--- config.mk ---
export PLATFORM = sky130hd
export DESIGN_NAME = dh_key_engine
export DESIGN_NICKNAME = d
export VERILOG_FILES = /design/src/rtl/dh_pkg.sv /design/src/rtl/dh_modmul.sv /design/src/rtl/dh_key_engine.sv
export SDC_FILE = /design/constraint.sdc
export NUM_CORES = 1
export LEC_CHECK = 0
export BUFFER_PORTS_ARGS = -buffer_cell sky130_fd_sc_hd__buf_2
export CAP_MARGIN = 0
export CORE_ASPECT_RATIO = 1.1
export CORE_MARGIN = 1.5
export CORE_UTILIZATION = 25
export CTS_CLUSTER_SIZE = 24
export DETAILED_ROUTE_END_ITERATION = 7
export GPL_TIMING_DRIVEN = 0
export SYNTH_ARGS = -nofsm -noshare
export SYNTH_HDL_FRONTEND = slang
export SYNTH_SLANG_ARGS = --single-unit
--- constraint.sdc ---
create_clock -name CLK -period 12.5 [get_ports CLK]
set_input_delay 2.5 -clock CLK [delete_from_list [all_inputs] [get_ports CLK]]
set_output_delay 2.5 -clock CLK [all_outputs]
set_load 0.01 [all_outputs]
--- src/rtl/dh_pkg.sv ---
// Shared types and timing helpers for the Diffie-Hellman key engine.
// DH_CROSSCHECK_EN adds the CHK state; dh_latency() accounts for it when asked.
package dh_pkg;

  typedef enum logic [2:0] {
    S_IDLE,
    S_RED,
    S_EXPA,
    S_EXPB,
    S_EXPS,
    S_CHK,
    S_FIN
  } dh_state_e;

  typedef enum logic {
    PH_SQR,
    PH_MUL
  } dh_phase_e;

  localparam int unsigned DH_DEFAULT_WIDTH = 32;

  function automatic int unsigned mm_cycles(input int unsigned width);
    return width + 1;
  endfunction

  localparam int unsigned MM_CYCLES = mm_cycles(DH_DEFAULT_WIDTH);

  function automatic int unsigned dh_latency(input int unsigned width, input bit crosscheck);
    int unsigned muls;
    muls = 1 + 6 * width + (crosscheck ? 2 * width : 0);
    return muls * mm_cycles(width) + 1;
  endfunction

endpackage

--- src/rtl/dh_modmul.sv ---
// Serial interleaved shift-add modular multiplier: r = a*b mod p in WIDTH+1 cycles.
// Requires b < p; a is unrestricted. done pulses the cycle r is final.
module dh_modmul #(
  parameter int unsigned WIDTH = 32
) (
  input  logic             clk,
  input  logic             rst_n,
  input  logic             start,
  input  logic [WIDTH-1:0] a,
  input  logic [WIDTH-1:0] b,
  input  logic [WIDTH-1:0] p,
  output logic             done,
  output logic [WIDTH-1:0] r
);
  localparam int unsigned CW = $clog2(WIDTH);

  logic [WIDTH-1:0] a_q, a_d, b_q, b_d, p_q, p_d, r_q, r_d;
  logic [CW-1:0]    cnt_q, cnt_d;
  logic             busy_q, busy_d, done_q, done_d;
  logic [WIDTH:0]   t_dbl, t_red, t_sum, t_fin;

  always_comb begin
    a_d    = a_q;
    b_d    = b_q;
    p_d    = p_q;
    r_d    = r_q;
    cnt_d  = cnt_q;
    busy_d = busy_q;
    done_d = 1'b0;

    // Intermediates stay below 2p, so WIDTH+1 bits never overflow
    t_dbl = {r_q, 1'b0};
    t_red = (t_dbl >= {1'b0, p_q}) ? t_dbl - {1'b0, p_q} : t_dbl;
    t_sum = t_red + (a_q[cnt_q] ? {1'b0, b_q} : '0);
    t_fin = (t_sum >= {1'b0, p_q}) ? t_sum - {1'b0, p_q} : t_sum;

    if (start) begin
      a_d    = a;
      b_d    = b;
      p_d    = p;
      r_d    = '0;
      cnt_d  = CW'(WIDTH - 1);
      busy_d = 1'b1;
    end else if (busy_q) begin
      r_d = t_fin[WIDTH-1:0];
      if (cnt_q == '0) begin
        busy_d = 1'b0;
        done_d = 1'b1;
      end else begin
        cnt_d = cnt_q - 1'b1;
      end
    end
  end

  always_ff @(posedge clk) begin
    if (!rst_n) begin
      a_q    <= '0;
      b_q    <= '0;
      p_q    <= '0;
      r_q    <= '0;
      cnt_q  <= '0;
      busy_q <= 1'b0;
      done_q <= 1'b0;
    end else begin
      a_q    <= a_d;
      b_q    <= b_d;
      p_q    <= p_d;
      r_q    <= r_d;
      cnt_q  <= cnt_d;
      busy_q <= busy_d;
      done_q <= done_d;
    end
  end

  assign done = done_q;
  assign r    = r_q;

endmodule

--- src/rtl/dh_key_engine.sv ---
// Constant-time Diffie-Hellman engine: PUB_A = G^X, PUB_B = G^Y, KEY = PUB_B^X (mod P).
// Optional macro DH_CROSSCHECK_EN recomputes PUB_A^Y and flags MISMATCH against KEY.
module dh_key_engine
  import dh_pkg::*;
#(
  parameter int unsigned WIDTH = 32
) (
  input  logic             CLK,
  input  logic             RST,
  input  logic             ST,
  input  logic [WIDTH-1:0] G,
  input  logic [WIDTH-1:0] P,
  input  logic [WIDTH-1:0] X,
  input  logic [WIDTH-1:0] Y,
  output logic             BUSY,
  output logic             DONE,
  output logic [WIDTH-1:0] PUB_A,
  output logic [WIDTH-1:0] PUB_B,
  output logic [WIDTH-1:0] KEY,
  output logic             ERR,
  output logic             MISMATCH
);
  localparam int unsigned CW = $clog2(WIDTH);
  localparam logic [CW-1:0] TOP_BIT = CW'(WIDTH - 1);

  dh_state_e        state_q, state_d;
  dh_phase_e        phase_q, phase_d;
  logic [CW-1:0]    bit_q, bit_d;
  logic [WIDTH-1:0] acc_q, acc_d, g_q, g_d, p_q, p_d, x_q, x_d, y_q, y_d;
  logic [WIDTH-1:0] res_a_q, res_a_d, res_b_q, res_b_d, res_k_q, res_k_d;
  logic [WIDTH-1:0] out_a_q, out_a_d, out_b_q, out_b_d, out_k_q, out_k_d;
  logic             out_err_q, out_err_d, done_q, done_d;
`ifdef DH_CROSSCHECK_EN
  logic [WIDTH-1:0] res_c_q, res_c_d;
  logic             out_mis_q, out_mis_d;
`endif

  logic             mm_start, mm_done;
  logic [WIDTH-1:0] mm_a, mm_b, mm_p, mm_r, exp_val, base_d, final_r;

  dh_modmul #(.WIDTH(WIDTH)) u_modmul (
    .clk   (CLK),
    .rst_n (RST),
    .start (mm_start),
    .a     (mm_a),
    .b     (mm_b),
    .p     (mm_p),
    .done  (mm_done),
    .r     (mm_r)
  );

  always_comb begin
    state_d   = state_q;
    phase_d   = phase_q;
    bit_d     = bit_q;
    acc_d     = acc_q;
    g_d       = g_q;
    p_d       = p_q;
    x_d       = x_q;
    y_d       = y_q;
    res_a_d   = res_a_q;
    res_b_d   = res_b_q;
    res_k_d   = res_k_q;
    out_a_d   = out_a_q;
    out_b_d   = out_b_q;
    out_k_d   = out_k_q;
    out_err_d = out_err_q;
    done_d    = 1'b0;
`ifdef DH_CROSSCHECK_EN
    res_c_d   = res_c_q;
    out_mis_d = out_mis_q;
`endif
    mm_start  = 1'b0;
    exp_val   = (state_q == S_EXPB || state_q == S_CHK) ? y_q : x_q;
    final_r   = exp_val[bit_q] ? mm_r : acc_q;

    case (state_q)
      S_IDLE: begin
        if (ST && !done_q) begin
          g_d     = G;
          p_d     = P;
          x_d     = X;
          y_d     = Y;
          res_a_d = '0;
          res_b_d = '0;
          res_k_d = '0;
`ifdef DH_CROSSCHECK_EN
          res_c_d = '0;
`endif
          if (P < WIDTH'(2)) begin
            state_d = S_FIN;
          end else begin
            state_d  = S_RED;
            mm_start = 1'b1;
          end
        end
      end
      S_RED: begin
        if (mm_done) begin
          g_d      = mm_r;
          state_d  = S_EXPA;
          acc_d    = WIDTH'(1);
          bit_d    = TOP_BIT;
          phase_d  = PH_SQR;
          mm_start = 1'b1;
        end
      end
      S_EXPA, S_EXPB, S_EXPS, S_CHK: begin
        if (mm_done) begin
          // The multiply by base is always performed; only the select depends on the bit
          if (phase_q == PH_SQR) begin
            acc_d   = mm_r;
            phase_d = PH_MUL;
          end else if (bit_q != '0) begin
            acc_d   = final_r;
            bit_d   = bit_q - 1'b1;
            phase_d = PH_SQR;
          end else begin
            acc_d   = WIDTH'(1);
            bit_d   = TOP_BIT;
            phase_d = PH_SQR;
            case (state_q)
              S_EXPA:  begin res_a_d = final_r; state_d = S_EXPB; end
              S_EXPB:  begin res_b_d = final_r; state_d = S_EXPS; end
`ifdef DH_CROSSCHECK_EN
              S_EXPS:  begin res_k_d = final_r; state_d = S_CHK;  end
              default: begin res_c_d = final_r; state_d = S_FIN;  end
`else
              default: begin res_k_d = final_r; state_d = S_FIN;  end
`endif
            endcase
          end
          mm_start = (state_d != S_FIN);
        end
      end
      S_FIN: begin
        state_d   = S_IDLE;
        done_d    = 1'b1;
        out_a_d   = res_a_q;
        out_b_d   = res_b_q;
        out_k_d   = res_k_q;
        out_err_d = (p_q < WIDTH'(2));
`ifdef DH_CROSSCHECK_EN
        out_mis_d = (res_c_q != res_k_q);
`endif
      end
      default: state_d = S_IDLE;
    endcase

    case (state_d)
      S_EXPS:  base_d = res_b_d;
      S_CHK:   base_d = res_a_d;
      default: base_d = g_d;
    endcase

    // First multiply is fed straight from the ports so no cycle is lost on accept
    if (state_q == S_IDLE) begin
      mm_a = G;
      mm_b = WIDTH'(1);
      mm_p = P;
    end else begin
      mm_a = acc_d;
      mm_b = (phase_d == PH_SQR) ? acc_d : base_d;
      mm_p = p_q;
    end
  end

  always_ff @(posedge CLK) begin
    if (!RST) begin
      state_q   <= S_IDLE;
      phase_q   <= PH_SQR;
      bit_q     <= '0;
      acc_q     <= '0;
      g_q       <= '0;
      p_q       <= '0;
      x_q       <= '0;
      y_q       <= '0;
      res_a_q   <= '0;
      res_b_q   <= '0;
      res_k_q   <= '0;
      out_a_q   <= '0;
      out_b_q   <= '0;
      out_k_q   <= '0;
      out_err_q <= 1'b0;
      done_q    <= 1'b0;
`ifdef DH_CROSSCHECK_EN
      res_c_q   <= '0;
      out_mis_q <= 1'b0;
`endif
    end else begin
      state_q   <= state_d;
      phase_q   <= phase_d;
      bit_q     <= bit_d;
      acc_q     <= acc_d;
      g_q       <= g_d;
      p_q       <= p_d;
      x_q       <= x_d;
      y_q       <= y_d;
      res_a_q   <= res_a_d;
      res_b_q   <= res_b_d;
      res_k_q   <= res_k_d;
      out_a_q   <= out_a_d;
      out_b_q   <= out_b_d;
      out_k_q   <= out_k_d;
      out_err_q <= out_err_d;
      done_q    <= done_d;
`ifdef DH_CROSSCHECK_EN
      res_c_q   <= res_c_d;
      out_mis_q <= out_mis_d;
`endif
    end
  end

  assign BUSY  = (state_q != S_IDLE) || done_q;
  assign DONE  = done_q;
  assign PUB_A = out_a_q;
  assign PUB_B = out_b_q;
  assign KEY   = out_k_q;
  assign ERR   = out_err_q;
`ifdef DH_CROSSCHECK_EN
  assign MISMATCH = out_mis_q;
`else
  assign MISMATCH = 1'b0;
`endif

endmodule

==> results.md, run 1 <==
* Yosys reg bits at between 400 and 500
* GR Util met2 at 0.320
* Final Hold Fails at 0
* Failing checks: DRC
* DP Wirelength at 87.0 mm
* Switch share at 0.414
* Hold-fix buffers, CTS at 0
* Slew Limit Fails at 0
* Area of the mapped netlist at 26700 µm²
* Crit. End Element: register
* FFs w/ async S/R, synth at 0
* Drt drc at 8
* Routed WL at 109 mm
* Largest driver fanout on the critical path at 10
* Die area at 109000 µm²
* All-layer global routing usage at 0.192
* Share of post-route cells with drive strength above 1 at 0.121
* Buffers on Ports at 229
* VDD IR max at between 0.15 and 0.2 mV
* Normalized max-slew margin at 0.0918
* Reg clk slew, reported paths at 70 ps
* Combinational group share of total power at 0.456
* RSZ-0062 raised after global routing: false
* Arrival time worst endpoint at 11110 ps
* Row Count at roughly 130
* GP Congestion at 0.968
* Avg WL per Cell at ~22 µm
* PwrDens at slightly above 200 nW/µm²
* Congestion Overflow GR at 0
* Cells resized by post-CTS repair at 0
* Final setup violation count at 0
* GRT busiest layer: met2
* First-pass iteration count of the detailed router at 8
* Critical path's largest stage delay at 800 ps
* Worst Setup Path Type: register to register
* Final net count at approximately 3800
* Post-synthesis sequential area ratio at 0.374
* Avg Cell Area, Syn at 8.02 µm²
* Die Wd at about 310 µm
* Final setup skew at 20.3 ps
* Cell Int Power at 3.77 mW
* P_sw at roughly 2.7 mW
* Die Y-Extent at 346 µm
* # fillers at 11430
* Syn. warnings at 0
* H-tree depth at 2
* Power share of the clock group at 0.273
* Via Count at between 20000 and 30000
* DR iter-0 viols at roughly 3000
* Worst slew pin tran at 1360 ps
* Synth Instances at 3325
* CTS Buffer Depth at 3
* Core box area at 106000 µm²
* Antenna violations before repair at 16
* Number of CTS-inserted buffers at 54
* Reg power frac at 0.272
* Clock Tree Root: clkbuf_16
* Vias in the first global route at 25099
* Synthesized Nets at 3559
* Global-route wire length before repair at 161 mm
* Initial Util at 0.252
* Area grow syn2layout at 18.0%
* Cells after DPL at about 5000
* CP max stage cell: o41ai_2
* WP data required at about 13000 ps
* Hold crit path type: register to register
* EDFF count, synth at 0
* Crit path time final at about 11000 ps
* Pin count of the biggest net entering global routing at 16
* Top_reg_cell synth: dfxtp_1
* CTS tree: built
* Max cap viols at 0
* Fmax achieved at 94.7 MHz
* Leak at 12.1 nW
* Fin Setup TNS at 0 ps
* Layout Cells excl Fill at 5050
* Clock Sinks at between 400 and 500
* Postcts setup bufs at 0
* Met1 GRT Util at 0.247
* Boundary Pins at 231
* Most used cell, CP: clkbuf_1
* Worst skew pair latency at 630 ps
* DR vias/cell at around 5.3
* Outcome: complete, but fails checks
* Final period util at 0.845
* GRT met3 Usage at 0.0280
* Antenna-violating nets left at 0
* Critical Path Source Type: register
* Synth cell types at 81
## cell usage after synthesis, drive strengths merged, types with 5 or more instances
cell | count | area [µm²]
a211oi | 46 | 345
a31oi | 37 | 246
o22ai | 22 | 138
a31o | 6 | 52.6
dfxtp | 498 | 9970
xor2 | 25 | 238
xnor2 | 54 | 473
and2 | 41 | 259
a2111oi | 5 | 43.8
o221ai | 10 | 87.6
nor2 | 357 | 1340
nand2 | 514 | 1940
a22o | 28 | 245
a222oi | 26 | 260
clkbuf | 205 | 769
o41ai | 7 | 68.8
nand4 | 19 | 119
nand3 | 46 | 230
a22oi | 138 | 1040
nor4 | 22 | 159
inv | 73 | 274
a2bb2oi | 36 | 315
and3 | 42 | 263
or2 | 10 | 62.6
ha | 100 | 1250
mux2i | 38 | 380
nand2b | 16 | 100
mux4 | 22 | 495
o21a | 23 | 173
a21o | 42 | 315
or3 | 13 | 81.3
mux2 | 56 | 634
nor3 | 34 | 170
o21bai | 8 | 60.1
a21oi | 343 | 1720
o211a | 5 | 50.1
o211ai | 40 | 300
nor2b | 47 | 294
buf | 30 | 175
a221oi | 18 | 158
o21ai | 161 | 806
o31ai | 6 | 45.0
## flip-flops by register name, indices dropped and copies added, names as in the netlist, 3 cells and up
register and flops:
KEY 32, PUB_A 32, PUB_B 32, acc_q 32, bit_q 5, g_q 32
p_q 32, res_a_q 32, res_b_q 32, res_k_q 32, state_q 3, u_modmul.a_q 32
u_modmul.b_q 32, u_modmul.cnt_q 5, u_modmul.p_q 32, u_modmul.r 32, x_q 32, y_q 32
## layout by cell type, fill, tap and decap left out, types with 54 or more instances in the layout
| master | n |
|---|---|
| nor2_1 | 357 |
| ha_1 | 100 |
| dfxtp_1 | 498 |
| clkbuf_1 | 214 |
| xnor2_1 | 54 |
| inv_1 | 73 |
| nand2_1 | 513 |
| clkbuf_16 | 54 |
| a21oi_1 | 343 |
| buf_2 | 246 |
| o21ai_0 | 156 |
| a22oi_1 | 138 |
## cell type report
type / count / area (µm²) / area share
well taps: 1397 / 1750 / 0.0555
plain buffers: 235 / 945 / 0.0300
multi-input cells: 2519 / 15500 / 0.492
inverters: 73 / 274 / 0.00870
clock buffers: 71 / 1500 / 0.0475
clock inverters: 26 / 419 / 0.0133
diodes: 2 / 5.00 / 0.000159
repair buffers: 229 / 1150 / 0.0364
flip-flops and latches: 498 / 9970 / 0.317
## worst paths after layout
kind	startpoint	to	slack (ps)	depth (start not counted)
max	u_modmul.r[0]	u_modmul.r[27]	1940	33
min reg2reg	KEY[12]	KEY[12]	450	2
min	KEY[12]	KEY[12]	450	2
max reg2reg	u_modmul.r[0]	u_modmul.r[27]	1940	33
## power groups by stage
| stage | clock [mW] | sequential (mW) | combinational [mW] |
|---|---|---|---|
| floorplan | 0 | 1.73 | 2.09 |
| global placement | 0 | 1.78 | 2.86 |
| detailed placement | 0 | 1.78 | 2.86 |
| CTS | 1.77 | 1.74 | 2.87 |
| global route | 1.84 | 1.75 | 3.19 |
| finish | 1.75 | 1.75 | 2.93 |
## critical path: cells and delay by family (launching register included)
family                     cells  cell delay (ps)
DFF                            1              570
buffers and inverters          5             2150
and+or+nand+nor                9             2210
xor gates and xnor gates       1              210
AOI/OAI and AO/OA             14             3990
adders and majority gates      3              880
muxes                          1              410
## through the flow
stage / area, µm² / setup slack [ps] / hold slack [ps] / power (mW) / utilization
global route: 31500 / 1510 / 465 / 6.78 / 0.298
detailed placement: 29600 / 2260 / 445 / 4.64 / 0.280
global placement: 29600 / 2250 / 440 / 4.63 / 0.280
finish: 31500 / 1940 / 450 / 6.43 / 0.298
CTS: 31500 / 2240 / 442 / 6.38 / 0.298
floorplan: 26700 / 5220 / 432 / 3.82 / -
## cell families (layout without fill, tap and decap cells)
| family | Yosys count | in the layout | synth area share |
|---|---|---|---|
| AO/OA/AOI/OAI | 1041 | 1041 | 0.254 |
| XOR/XNOR | 79 | 79 | 0.0266 |
| adder cells (fa/ha/maj) | 103 | 103 | 0.0492 |
| buffers and inverters | 308 | 634 | 0.0457 |
| flip-flops | 498 | 498 | 0.374 |
| multiplexers | 116 | 116 | 0.0566 |
| other | 1 | 3 | 0.000141 |
| AND/OR/NAND/NOR | 1179 | 1179 | 0.194 |
## metal layers
layer | share of wire | vias up
met1 | 0.41 | 12751
met4 | 0.045 | 14
met5 | 0.00080 | -
met3 | 0.077 | 236
met2 | 0.47 | 1105
li1 | - | 12554
(Power assumes the default switching activity.)
==> run 2: changes to the inputs <==
==> constraint.sdc (replaced) <==
create_clock -name CLK -period 9.9 [get_ports CLK]
set_input_delay 1.98 -clock CLK [delete_from_list [all_inputs] [get_ports CLK]]
set_output_delay 1.98 -clock CLK [all_outputs]
set_load 0.01 [all_outputs]
==> results.md, run 2 (same netlist as run 1, synthesis figures left out) <==
* VDD IR max at 0.207 mV (+29%)
* Hold slack at 450 ps (+0.0740 ps)
* Cell Int Power at 4.76 mW (+26%)
* Congestion Overflow GR at 0 (unchanged)
* Crit. End Element: register
* All-layer global routing usage at 0.192 (unchanged)
* Outcome: complete, but fails checks
* Fin Setup TNS at 0 ps (unchanged)
* Final setup skew at 25.7 ps (+5.43 ps)
* Critical Path Source Type: register
* GP Congestion at 0.968 (unchanged)
* Drt drc at 5 (-3)
* Die Wd at 314 µm (unchanged)
* RSZ-0062 raised after global routing: false
* Core box area at 106000 µm² (unchanged)
* Crit path from: u_modmul.r[0]
* Clock Tree Root: clkbuf_16
* Critical path's top delay family: compound AO/OA/AOI/OAI gates
* Crit path time final at 9540 ps (-1020 ps)
* Reg-to-Reg End: u_modmul.r[29]
* Final setup violation count at 0 (unchanged)
* CTS tree: built
* Number of CTS-inserted buffers at 54 (unchanged)
* Hold Path End: KEY[12]
* Final period util at 0.964 (+0.119)
* Combinational group share of total power at 0.457 (about the same)
* CTS Buffer Depth at 3 (unchanged)
* Most frequent cells in the layout: nand2_1 (513), dfxtp_1 (498), nor2_1 (357)
* Die area at 109000 µm² (unchanged)
* Footprint of the multi-input gates at 15500 µm² (+0.14%)
* GRT met3 Usage at 0.0294 (+0.00144)
* Worst slew pin tran at 1390 ps (+32.7 ps)
* Power share of the clock group at 0.272 (about the same)
* GRT busiest layer: met2
* First-pass iteration count of the detailed router at 8 (unchanged)
* Clock Sinks at 498 (unchanged)
* RR Startpoint: u_modmul.r[0]
* DR vias/cell at 5.30 (+0.43%)
* Initial Util at 0.252 (unchanged)
* Buffers on Ports at 229 (unchanged)
* Final net count at 3844 (unchanged)
* R2r setup slk at 360 ps (-1580 ps)
* Hold-fix buffers, CTS at 0 (unchanged)
* Reg clk slew, reported paths at 70 ps (about the same)
* # fillers at 11427 (-0.026%)
* H-tree depth at 2 (unchanged)
* Vias in the first global route at 25112 (+0.052%)
* Reg2Reg Depth at 34 (+3.0%)
* Largest driver fanout on the critical path at 10 (unchanged)
* Worst skew pair latency at 640 ps (about the same)
* Max cap viols at 0 (unchanged)
* Pin count of the biggest net entering global routing at 16 (unchanged)
* Reg power frac at 0.271 (about the same)
* DP Wirelength at 87.0 mm (unchanged)
* Antenna-violating nets left at 0 (unchanged)
* Switch share at 0.415 (about the same)
* Hold path cells at 2 (unchanged)
* DR iter-0 viols at 2991 (-0.53%)
* Slew Limit Fails at 0 (unchanged)
* Failing checks: DRC
* Met1 GRT Util at 0.246 (-0.000999)
* Share of post-route cells with drive strength above 1 at 0.122 (+0.00137)
* Commonest non-fill, non-tap cell in the layout: nand2_1
* Antenna violations before repair at 16 (unchanged)
* CP max stage cell: dfxtp_1
* Leak at 12.1 nW (about the same)
* Register area at 9970 µm² (unchanged)
* Row Count at 125 (unchanged)
* Hold Startpoint: KEY[12]
* Area grow syn2layout at 18.1% (about the same)
* Critical path's largest stage delay at 560 ps (-240 ps)
* Boundary Pins at 231 (unchanged)
* Final Hold Fails at 0 (unchanged)
* Via Count at 26774 (+0.43%)
* Worst Setup Path Type: register to register
* Hold crit path type: register to register
* Normalized max-slew margin at 0.0700 (-0.0219)
* Avg WL per Cell at 21.7 µm (+0.17%)
* Die Y-Extent at 346 µm (unchanged)
* Routed WL at 110 mm (+0.17%)
* Fmax achieved at 105 MHz (+11%)
* P_sw at 3.37 mW (+27%)
* Global-route wire length before repair at 161 mm (about the same)
* PwrDens at 258 nW/µm² (+26%)
* Buf+Inv Stages, Crit Path at 6 (+1)
* WP data required at 10450 ps (-2600 ps)
* Arrival time worst endpoint at 10090 ps (-1020 ps)
* GR Util met2 at 0.320 (about the same)
run 2: how the worst max path moves through the flow:
stage	endpoint	slack, ps	cells after the start
floorplan	u_modmul.r[0]	2620	33
global placement	u_modmul.r[27]	-350	33
detailed placement	u_modmul.r[27]	-340	33
CTS	u_modmul.r[29]	40	34
global route	u_modmul.r[29]	60	34
finish	u_modmul.r[29]	360	34
run 2: power by group through the flow:
| stage | clock network (mW) | logic, mW | registers [mW] |
|---|---|---|---|
| 2_1_floorplan | 0 | 2.64 | 2.18 |
| 3_3_place_gp | 0 | 3.61 | 2.24 |
| 3_5_place_dp | 0 | 3.61 | 2.24 |
| 4_1_cts | 2.23 | 3.63 | 2.20 |
| 5_1_grt | 2.32 | 4.04 | 2.21 |
| 6_report | 2.21 | 3.71 | 2.21 |
run 2: area by class of cell:
type	instances	area share
well taps	1397	0.0555
flip-flops and latches	498	0.316
clock inverters	26	0.0133
clock buffers	71	0.0475
multi-input cells	2519	0.492
plain buffers	235	0.0301
inverters	73	0.00870
repair buffers	229	0.0364
diodes	2	0.000159
run 2: repair_timing:
item / 4_1_cts / 5_1_grt
buffers inserted: 0 / 0
resized for setup: 2 / 7
setup endpoints to repair: 23 / 32
run 2: metrics by stage:
stage,cells,utilization,instance area [µm²],worst slack (ps),power (mW)
after floorplan,3325,-,26700,2620,4.83
after global placement,4951,0.280,29600,-346,5.85
after detailed placement,4951,0.280,29600,-345,5.86
after CTS,5048,0.298,31500,40.7,8.06
after global routing,5050,0.298,31500,64.0,8.57
final,5050,0.298,31500,357,8.13
run 2: metal layers:
| metal | up-vias | share of wire |
|---|---|---|
| met2 | 1191 | 0.46 |
| met5 | - | 0.00085 |
| met3 | 239 | 0.082 |
| li1 | 12535 | - |
| met4 | 16 | 0.047 |
| met1 | 12793 | 0.41 |
run 2: worst register-to-register path: cells and delay by family (launching register included):
| family | cells | cell delay (ps) |
|---|---|---|
| xor gates and xnor gates | 1 | 200 |
| DFF | 1 | 560 |
| and+or+nand+nor | 9 | 2130 |
| muxes | 1 | 420 |
| AOI/OAI and AO/OA | 14 | 3430 |
| adders and majority gates | 3 | 890 |
| buffers and inverters | 6 | 1830 |
